`config.mk`:
```
export PLATFORM = sky130hd
export DESIGN_NAME = multicycle_control_fsm
export DESIGN_NICKNAME = d
export VERILOG_FILES = /design/src/rtl/multicycle_control_fsm_pkg.sv /design/src/rtl/multicycle_control_fsm.sv
export SDC_FILE = /design/constraint.sdc
export NUM_CORES = 1
export LEC_CHECK = 0
export ABC_AREA = 1
export BUFFER_PORTS_ARGS = -buffer_cell sky130_fd_sc_hd__buf_2
export CORE_ASPECT_RATIO = 0.8
export CORE_MARGIN = 5
export CORE_UTILIZATION = 45
export DETAILED_ROUTE_END_ITERATION = 8
export MAX_ROUTING_LAYER = met4
export PLACE_DENSITY = 0.69
export SKIP_LAST_GASP = 1
export SYNTH_ARGS = -nofsm -noshare
export SYNTH_HDL_FRONTEND = slang
export SYNTH_SLANG_ARGS = --single-unit
```
`constraint.sdc`:
```
create_clock -name clk -period 3.49 [get_ports clk]
set_input_delay 0.349 -clock clk [delete_from_list [all_inputs] [get_ports clk]]
set_output_delay 0.349 -clock clk [all_outputs]
set_load 0.03 [all_outputs]
```
`src/rtl/multicycle_control_fsm_pkg.sv`:
```
// Shared encodings for the multi-cycle RV32I main control: opcodes (instr[6:2]),
// FSM states, trap causes and the ALU-control decode helpers.
package multicycle_control_fsm_pkg;

  localparam logic [4:0] OPCODE_LOAD    = 5'b00000;
  localparam logic [4:0] OPCODE_CUSTOM  = 5'b00010;
  localparam logic [4:0] OPCODE_ARITH_I = 5'b00100;
  localparam logic [4:0] OPCODE_AUIPC   = 5'b00101;
  localparam logic [4:0] OPCODE_STORE   = 5'b01000;
  localparam logic [4:0] OPCODE_ARITH_R = 5'b01100;
  localparam logic [4:0] OPCODE_LUI     = 5'b01101;
  localparam logic [4:0] OPCODE_BRANCH  = 5'b11000;
  localparam logic [4:0] OPCODE_JALR    = 5'b11001;
  localparam logic [4:0] OPCODE_JAL     = 5'b11011;
  localparam logic [4:0] OPCODE_SYSTEM  = 5'b11100;

  localparam logic [1:0] AluAdd    = 2'b00;
  localparam logic [1:0] AluBranch = 2'b01;
  localparam logic [1:0] AluRType  = 2'b10;
  localparam logic [1:0] AluIType  = 2'b11;

  typedef enum logic [2:0] {
    StReset  = 3'd0,
    StFetch  = 3'd1,
    StDecode = 3'd2,
    StExec   = 3'd3,
    StMem    = 3'd4,
    StWb     = 3'd5,
    StHalt   = 3'd6
  } state_e;

  typedef enum logic [1:0] {
    TrapNone    = 2'b00,
    TrapIllegal = 2'b01,
    TrapTimeout = 2'b10,
    TrapSystem  = 2'b11
  } trap_e;

  function automatic logic is_legal(logic [4:0] opc);
    case (opc)
      OPCODE_LOAD, OPCODE_STORE, OPCODE_BRANCH, OPCODE_JAL, OPCODE_JALR, OPCODE_ARITH_I,
      OPCODE_ARITH_R, OPCODE_AUIPC, OPCODE_LUI, OPCODE_CUSTOM: is_legal = 1'b1;
      default: is_legal = 1'b0;
    endcase
  endfunction

  // Register-register style ops take the second operand from rs2, everything else an immediate.
  function automatic logic alu_src_of(logic [4:0] opc);
    case (opc)
      OPCODE_ARITH_R, OPCODE_BRANCH, OPCODE_CUSTOM: alu_src_of = 1'b0;
      default: alu_src_of = 1'b1;
    endcase
  endfunction

  function automatic logic [1:0] alu_op_of(logic [4:0] opc);
    case (opc)
      OPCODE_BRANCH:                 alu_op_of = AluBranch;
      OPCODE_ARITH_R, OPCODE_CUSTOM: alu_op_of = AluRType;
      OPCODE_ARITH_I:                alu_op_of = AluIType;
      default:                       alu_op_of = AluAdd;
    endcase
  endfunction

endpackage

```
`src/rtl/multicycle_control_fsm.sv`:
```
// Multi-cycle main control: walks each instruction through FETCH/DECODE/EXEC/MEM/WB,
// with bus-timeout and illegal/SYSTEM traps into an absorbing HALT.
module multicycle_control_fsm
  import multicycle_control_fsm_pkg::*;
#(
  parameter int unsigned CUSTOM_LAT = 4,
  parameter int unsigned TIMEOUT    = 16
) (
  input  logic       clk,
  input  logic       rst_n,
  input  logic [4:0] op,
  input  logic       imem_ack,
  input  logic       dmem_ack,
  output logic       imem_req,
  output logic       ir_write,
  output logic       pc_write,
  output logic       branch,
  output logic       jump,
  output logic       mem_read,
  output logic       mem_write,
  output logic       dmem_req,
  output logic       mem_to_reg,
  output logic       reg_write,
  output logic       alu_src,
  output logic [1:0] alu_op,
  output logic       busy,
  output logic       trap,
  output logic [1:0] trap_cause
);

  localparam int unsigned CntMax = (TIMEOUT > CUSTOM_LAT) ? TIMEOUT : CUSTOM_LAT;
  localparam int unsigned CntW   = $clog2(CntMax + 1);

  localparam logic [CntW-1:0] TimeoutLast = CntW'(TIMEOUT - 1);
  localparam logic [CntW-1:0] CustomLast  = CntW'(CUSTOM_LAT - 1);
  localparam logic [CntW-1:0] CntSat      = CntW'(CntMax);

  state_e          state_q;
  logic [4:0]      op_q;
  logic [CntW-1:0] cnt_q;
  trap_e           cause_q;

  // One counter serves both ack-wait timeout and custom-op latency; it clears on every
  // state change and otherwise counts (saturating) while the state holds.
  always_ff @(posedge clk or negedge rst_n) begin
    if (!rst_n) begin
      state_q <= StReset;
      op_q    <= '0;
      cnt_q   <= '0;
      cause_q <= TrapNone;
    end else begin
      cnt_q <= (cnt_q == CntSat) ? cnt_q : cnt_q + 1'b1;
      case (state_q)
        StReset: begin
          state_q <= StFetch;
          cnt_q   <= '0;
        end
        StFetch: begin
          if (imem_ack) begin
            state_q <= StDecode;
            cnt_q   <= '0;
          end else if (cnt_q == TimeoutLast) begin
            state_q <= StHalt;
            cause_q <= TrapTimeout;
          end
        end
        StDecode: begin
          op_q  <= op;
          cnt_q <= '0;
          if (op == OPCODE_SYSTEM) begin
            state_q <= StHalt;
            cause_q <= TrapSystem;
          end else if (!is_legal(op)) begin
            state_q <= StHalt;
            cause_q <= TrapIllegal;
          end else begin
            state_q <= StExec;
          end
        end
        StExec: begin
          if (op_q != OPCODE_CUSTOM || cnt_q == CustomLast) begin
            cnt_q <= '0;
            if (op_q == OPCODE_BRANCH) begin
              state_q <= StFetch;
            end else if (op_q == OPCODE_LOAD || op_q == OPCODE_STORE) begin
              state_q <= StMem;
            end else begin
              state_q <= StWb;
            end
          end
        end
        StMem: begin
          if (dmem_ack) begin
            cnt_q   <= '0;
            state_q <= (op_q == OPCODE_LOAD) ? StWb : StFetch;
          end else if (cnt_q == TimeoutLast) begin
            state_q <= StHalt;
            cause_q <= TrapTimeout;
          end
        end
        StWb: begin
          state_q <= StFetch;
          cnt_q   <= '0;
        end
        StHalt: ;
        default: state_q <= StReset;
      endcase
    end
  end

  // Moore decode of the registered state; only the fetch-done strobes look at imem_ack.
  always_comb begin
    imem_req   = 1'b0;
    ir_write   = 1'b0;
    pc_write   = 1'b0;
    branch     = 1'b0;
    jump       = 1'b0;
    mem_read   = 1'b0;
    mem_write  = 1'b0;
    mem_to_reg = 1'b0;
    reg_write  = 1'b0;
    alu_src    = 1'b0;
    alu_op     = AluAdd;
    trap       = 1'b0;
    trap_cause = TrapNone;
    case (state_q)
      StFetch: begin
        imem_req = 1'b1;
        ir_write = imem_ack;
        pc_write = imem_ack;
      end
      StExec: begin
        branch  = (op_q == OPCODE_BRANCH);
        jump    = (op_q == OPCODE_JAL) || (op_q == OPCODE_JALR);
        alu_src = alu_src_of(op_q);
        alu_op  = alu_op_of(op_q);
      end
      StMem: begin
        mem_read  = (op_q == OPCODE_LOAD);
        mem_write = (op_q == OPCODE_STORE);
        alu_src   = alu_src_of(op_q);
        alu_op    = alu_op_of(op_q);
      end
      StWb: begin
        reg_write  = 1'b1;
        mem_to_reg = (op_q == OPCODE_LOAD);
      end
      StHalt: begin
        trap       = 1'b1;
        trap_cause = cause_q;
      end
      default: ;
    endcase
    dmem_req = mem_read | mem_write;
    busy     = (state_q != StReset) && (state_q != StHalt);
  end

endmodule
```
Word-level counts from Yosys, hierarchy flattened
Memory sizes are Yosys's and may differ from the RTL's.
Cells that the tools add are included.

word-level totals
  output and inout bits = 17
  memories kept = 1
  bits in read-only memories = 32
  register bits = 15
  input bits = 9
  logic and storage cells = 83

cells by class
  mux-type cells = 37
  reductions and logical operators = 15
  add/subtract/negate cells = 1
  equality and inequality tests = 23
  bitwise gates (word level) = 2

memories
  memory           words  width  read ports  clocked after memory_dff  wr ports  line                              source
  (no name shown)  32     1      1           0                         0         multicycle_control_fsm_pkg.sv:40  case (opc)

operators by type and width
  operator                                                                  count
  5-bit == test (second input constant)                                     5
  3-bit 2-to-1 mux                                                          8
  5-bit 2-to-1 mux                                                          4
  5-bit one-hot mux with 4 select lines                                     1
  3-bit one-hot mux with 6 select lines                                     1
  5-bit by 4-bit == test with 1-bit output (second input constant)          3
  1-bit 2-to-1 mux                                                          14
  2-bit 2-to-1 mux                                                          7
  2-bit one-hot mux with 3 select lines                                     2
  5-bit by 2-bit == test with 1-bit output (second input constant)          2
  3-bit == test (second input constant)                                     3
  3-bit by 2-bit == test with 1-bit output (second input constant)          2
  2-bit inequality test (second input constant)                             3
  3-bit inequality test (second input constant)                             2
  3-bit nonzero test                                                        2
  2-bit OR reduction                                                        3
  3-bit OR reduction                                                        2
  5-bit by 1-bit adder with 5-bit output (second input constant)            1
  5-bit by 3-bit == test with 1-bit output (second input constant)          1
  5-bit zero test                                                           1
  5-bit by 2-bit inequality test with 1-bit output (second input constant)  1
  4-bit AND reduction                                                       1
  3-bit by 1-bit == test with 1-bit output (second input constant)          1
  3-bit zero test                                                           1
  other kinds (5)                                                           7

Logic depth before layout (Yosys ltp)
  depth after elaboration = 6
  mapped depth = 11
  depth with buffers taken out = 11

Least setup slack after synthesis
OpenSTA, ideal clock, no wires.

  path type = register to output
  from = reg state_q[1]
  to = out trap_cause[0]
  arrival time = 1.588 ns
  slack = 1.553 ns
  path buffers = 0
  stages on the path, launching flop included = 5
  required time = 3.141 ns
  cell sequence = dfrtp_1 nand2_1 nor2_1 inv_2 nor2_1

on the way
  word-level cells in the longest chain between the ends = 2

ends and longest elaborated chain
  what                      line                           source
  start: declaration        multicycle_control_fsm.sv:38   state_e state_q;
  start signal: assignment  multicycle_control_fsm.sv:47   state_q <= StReset;
  start signal: assignment  multicycle_control_fsm.sv:55   state_q <= StFetch;
  start signal: assignment  multicycle_control_fsm.sv:60   state_q <= StDecode;
  3-bit == test             multicycle_control_fsm.sv:126  case (state_q)
  2-bit 2-to-1 mux          multicycle_control_fsm.sv:126
  end: declaration          multicycle_control_fsm.sv:28   output logic [1:0] trap_cause

No other way between the ends.

Worst setup path after layout
  from = reg op_q[0]
  to = out dmem_req

on the way
  word-level cells in the longest chain between the ends = 3
  elaborated cells on any way between the ends = 5
  those cells by class = 1 x eq/ne; 2 x mux; 1 x bitwise; 1 x reduce/logical

ends and longest elaborated chain
  what                                                                         line                                                          source
  start: declaration                                                           multicycle_control_fsm.sv:39                                  logic [4:0] op_q;
  start signal: assignment                                                     multicycle_control_fsm.sv:68                                  op_q <= op;
  5-bit by 4-bit == test with 1-bit output or 5-bit zero test (tied branches)  multicycle_control_fsm.sv:140, multicycle_control_fsm.sv:139
  1-bit 2-to-1 mux                                                             multicycle_control_fsm.sv:126
  1-bit bitwise OR (*)                                                         multicycle_control_fsm.sv:154                                 dmem_req = mem_read | mem_write;
  end: declaration                                                             multicycle_control_fsm.sv:21                                  output logic dmem_req,

Every way passes the cells marked *; elsewhere a longest branch is shown, timed or not.

==> results_dict.tcl <==
set metrics [dict create \
    numPortBuffers 25 \
    maxSlewViolCount 0 \
    place_congestion 0.943 \
    p_int_uw 447 \
    wl_per_cell_um 11.2 \
    clockBufferDepth 2 \
    seq_power_share 0.329 \
    worst_ep_arrival_time_ns 1.59 \
    async_flop_share 1.00 \
    grt_max_degree 16 \
    layout.nets 201 \
    synth_edf_count 0 \
    clockPowerShare 0.106 \
    cp_max_fo 5 \
    io_pins 26 \
    pre_cts_ws_ns 1.90 \
    yosysTopAreaCellShare 0.345 \
    path_clk_slew_ns 0.08 \
    r2r_cells 11 \
    wl_met2_um 952 \
    p_sw_frac 0.528 \
    rsz0062_at_grt "no" \
    tns_ns 0 \
    synthFlopType "dfrtp_1" \
    die_y_um 54.0 \
    netlist_area_um2 1090 \
    yosysTopAreaCell "dfrtp_1" \
    switchingPower_uw 501 \
    instances_no_fill 215 \
    holdWs_ns 0.322 \
    reg2reg_slack_ns 1.94 \
    ant_nets 0 \
    crit_type "flop to primary output" \
    whs_path_depth 3 \
    post-route-period-util 0.554 \
    dpl.hpwl_um 1960 \
    max_freq_mhz 517 \
    cts_setup_buffers 0 \
    drv_cap 0 \
    core_area_um2 2380 \
    outcome "finished clean" \
    cts_tree "built" \
    cts_hold_buf 1 \
    relSlewSlack 0.775 \
    hold_path.class "primary input to flop" \
    synth_nets 173 \
    final.setup_skew_ns 0.00860 \
    irDropWorstVdd_mv 0.328 \
    yosysUniqueCellTypes 21 \
    drtIter0Drc 103 \
    firstDrtPassIters 4 \
    drive_above_1_share 0.266 \
    wl_met1_um 1200 \
    vias 1060 \
    finalSetupViolCount 0 \
    worst_slack_ns 1.56 \
    worstSkewPairLatency_ns 0.29 \
    crit_path_start_kind "flop" \
    p_comb_frac 0.565 \
    grt_pass1_vias 974 \
    yosys_register_bits 15 \
    n_antenna_cell 0 \
    row_count 16 \
    fill_cells 253 \
    grt_pass1_wl_um 4190 \
    htreeDepth 1 \
    die_w_um 65.0 \
    p_per_area_nw_per_um2 753 \
    track_usage 0.160 \
    syn_inst 161 \
    start_util 0.457 \
    cts_resized 0 \
    root_buffer "clkbuf_4" \
    post-route-min-period_ns 1.93 \
    area_delta_synth_final_pct 15.6 \
    worst_pin_slew_ns 0.338 \
    hold_viol_final 0 \
    drt_wl_total_um 2400 \
    clock-sinks 15 \
    design.die.area_um2 3510 \
    ys.warnings.count 0 \
    dp.cells 210 \
    synth_area_leaders "dfrtp_1 (34%), nand2_1 (11%), nor2_1 (9.3%)" \
    total_leakage_power_uw 0.000690 \
    synthTopCellsByCount "nand2_1 (31), nor2_1 (27), inv_1 (24)" \
    cts-buffers-inserted 3 \
    overflow 0 \
    avgSynthCellArea_um2 6.76 \
    top_layer_used "met4" \
    antenna_found_initial 0 \
    wl_met3_um 189 \
    synth-seq-area-share 0.345 \
    yosysMostFrequentCell "nand2_1" \
    drc 0 \
    worstPathRequired_ns 3.14 \
    via_per_inst 4.93 \
    end_kind "primary output" \
]
==> worst max-delay path, cell delays in order (launching register included) <==
cell and delay, ns:
dfrtp_1 0.42, nor2_2 0.20, inv_1 0.06, nor2_1 0.16
inv_1 0.11, a21oi_1 0.13, buf_2 0.21
==> state kept, by name, indices dropped and copies added, names as in the netlist <==
register and count:
cause_q 2, op_q 5, state_q 3, cnt_q 5
==> per-layer routing <==
metal	vias to the layer above	track usage
li1	562	-
met1	457	0.215
met2	36	0.234
met3	5	0.0188
met4	0	0.0912
met5	-	-
==> final timing paths <==
kind | from | end
min in group asynchronous | rst_n | state_q[2]
max in group asynchronous | rst_n | op_q[4]
worst max register to register | cnt_q[0] | cause_q[0]
worst min-delay path | op[3] | op_q[3]
worst min register to register | cause_q[0] | cause_q[0]
worst max-delay path | op_q[0] | dmem_req
==> final cells by class <==
| class | instances | area, um^2 | share of cell area |
|---|---|---|---|
| Tap cell | 27 | 33.8 | 0.0268 |
| Clock inverter | 1 | 5.00 | 0.00398 |
| Clock buffer | 3 | 22.5 | 0.0179 |
| Timing Repair Buffer | 26 | 135 | 0.107 |
| Sequential cell | 15 | 375 | 0.298 |
| Inverter | 29 | 109 | 0.0865 |
| Multi-Input combinational cell | 114 | 578 | 0.459 |
==> power by group through the flow <==
| stage | sequential [uW] | combinational [uW] | clock, uW |
|---|---|---|---|
| 2_1_floorplan | 293 | 445 | 0 |
| 3_3_place_gp | 312 | 526 | 0 |
| 3_5_place_dp | 313 | 533 | 0 |
| 4_1_cts | 310 | 537 | 106 |
| 5_1_grt | 321 | 606 | 111 |
| 6_report | 312 | 536 | 100 |
==> cell families (layout without fill, tap and decap cells) <==
logic type               after synthesis  count (layout)  share of synthesized area
AO/OA/AOI/OAI                         16              16                     0.0897
XOR/XNOR                               1               1                    0.00805
adder cells (fa/ha/maj)                3               3                     0.0345
buffers and inverters                 32              59                      0.124
flip-flops                            15              15                      0.345
AND/OR/NAND/NOR                       94              94                      0.399
==> through the flow <==
step	cell area (um^2)	total power [uW]	util
6_report	1260	948	0.528
5_1_grt	1260	1040	0.528
4_1_cts	1260	952	0.528
3_5_place_dp	1220	846	0.513
3_3_place_gp	1220	838	0.513
2_1_floorplan	1090	738	-
==> layout by cell type, fill, tap and decap left out, types with 3 or more instances in the layout <==
master / count
a21oi_1: 5
nand3_1: 15
nand4_1: 3
inv_1: 24
nor2_1: 27
nand2_2: 5
nor2_2: 5
o21ai_0: 6
dfrtp_1: 15
nor3_1: 4
nand2_1: 31
inv_2: 4
nand3_2: 4
buf_2: 25
ha_1: 3
clkbuf_4: 3
a21oi_2: 3
Power figures use the tool's default switching activity.
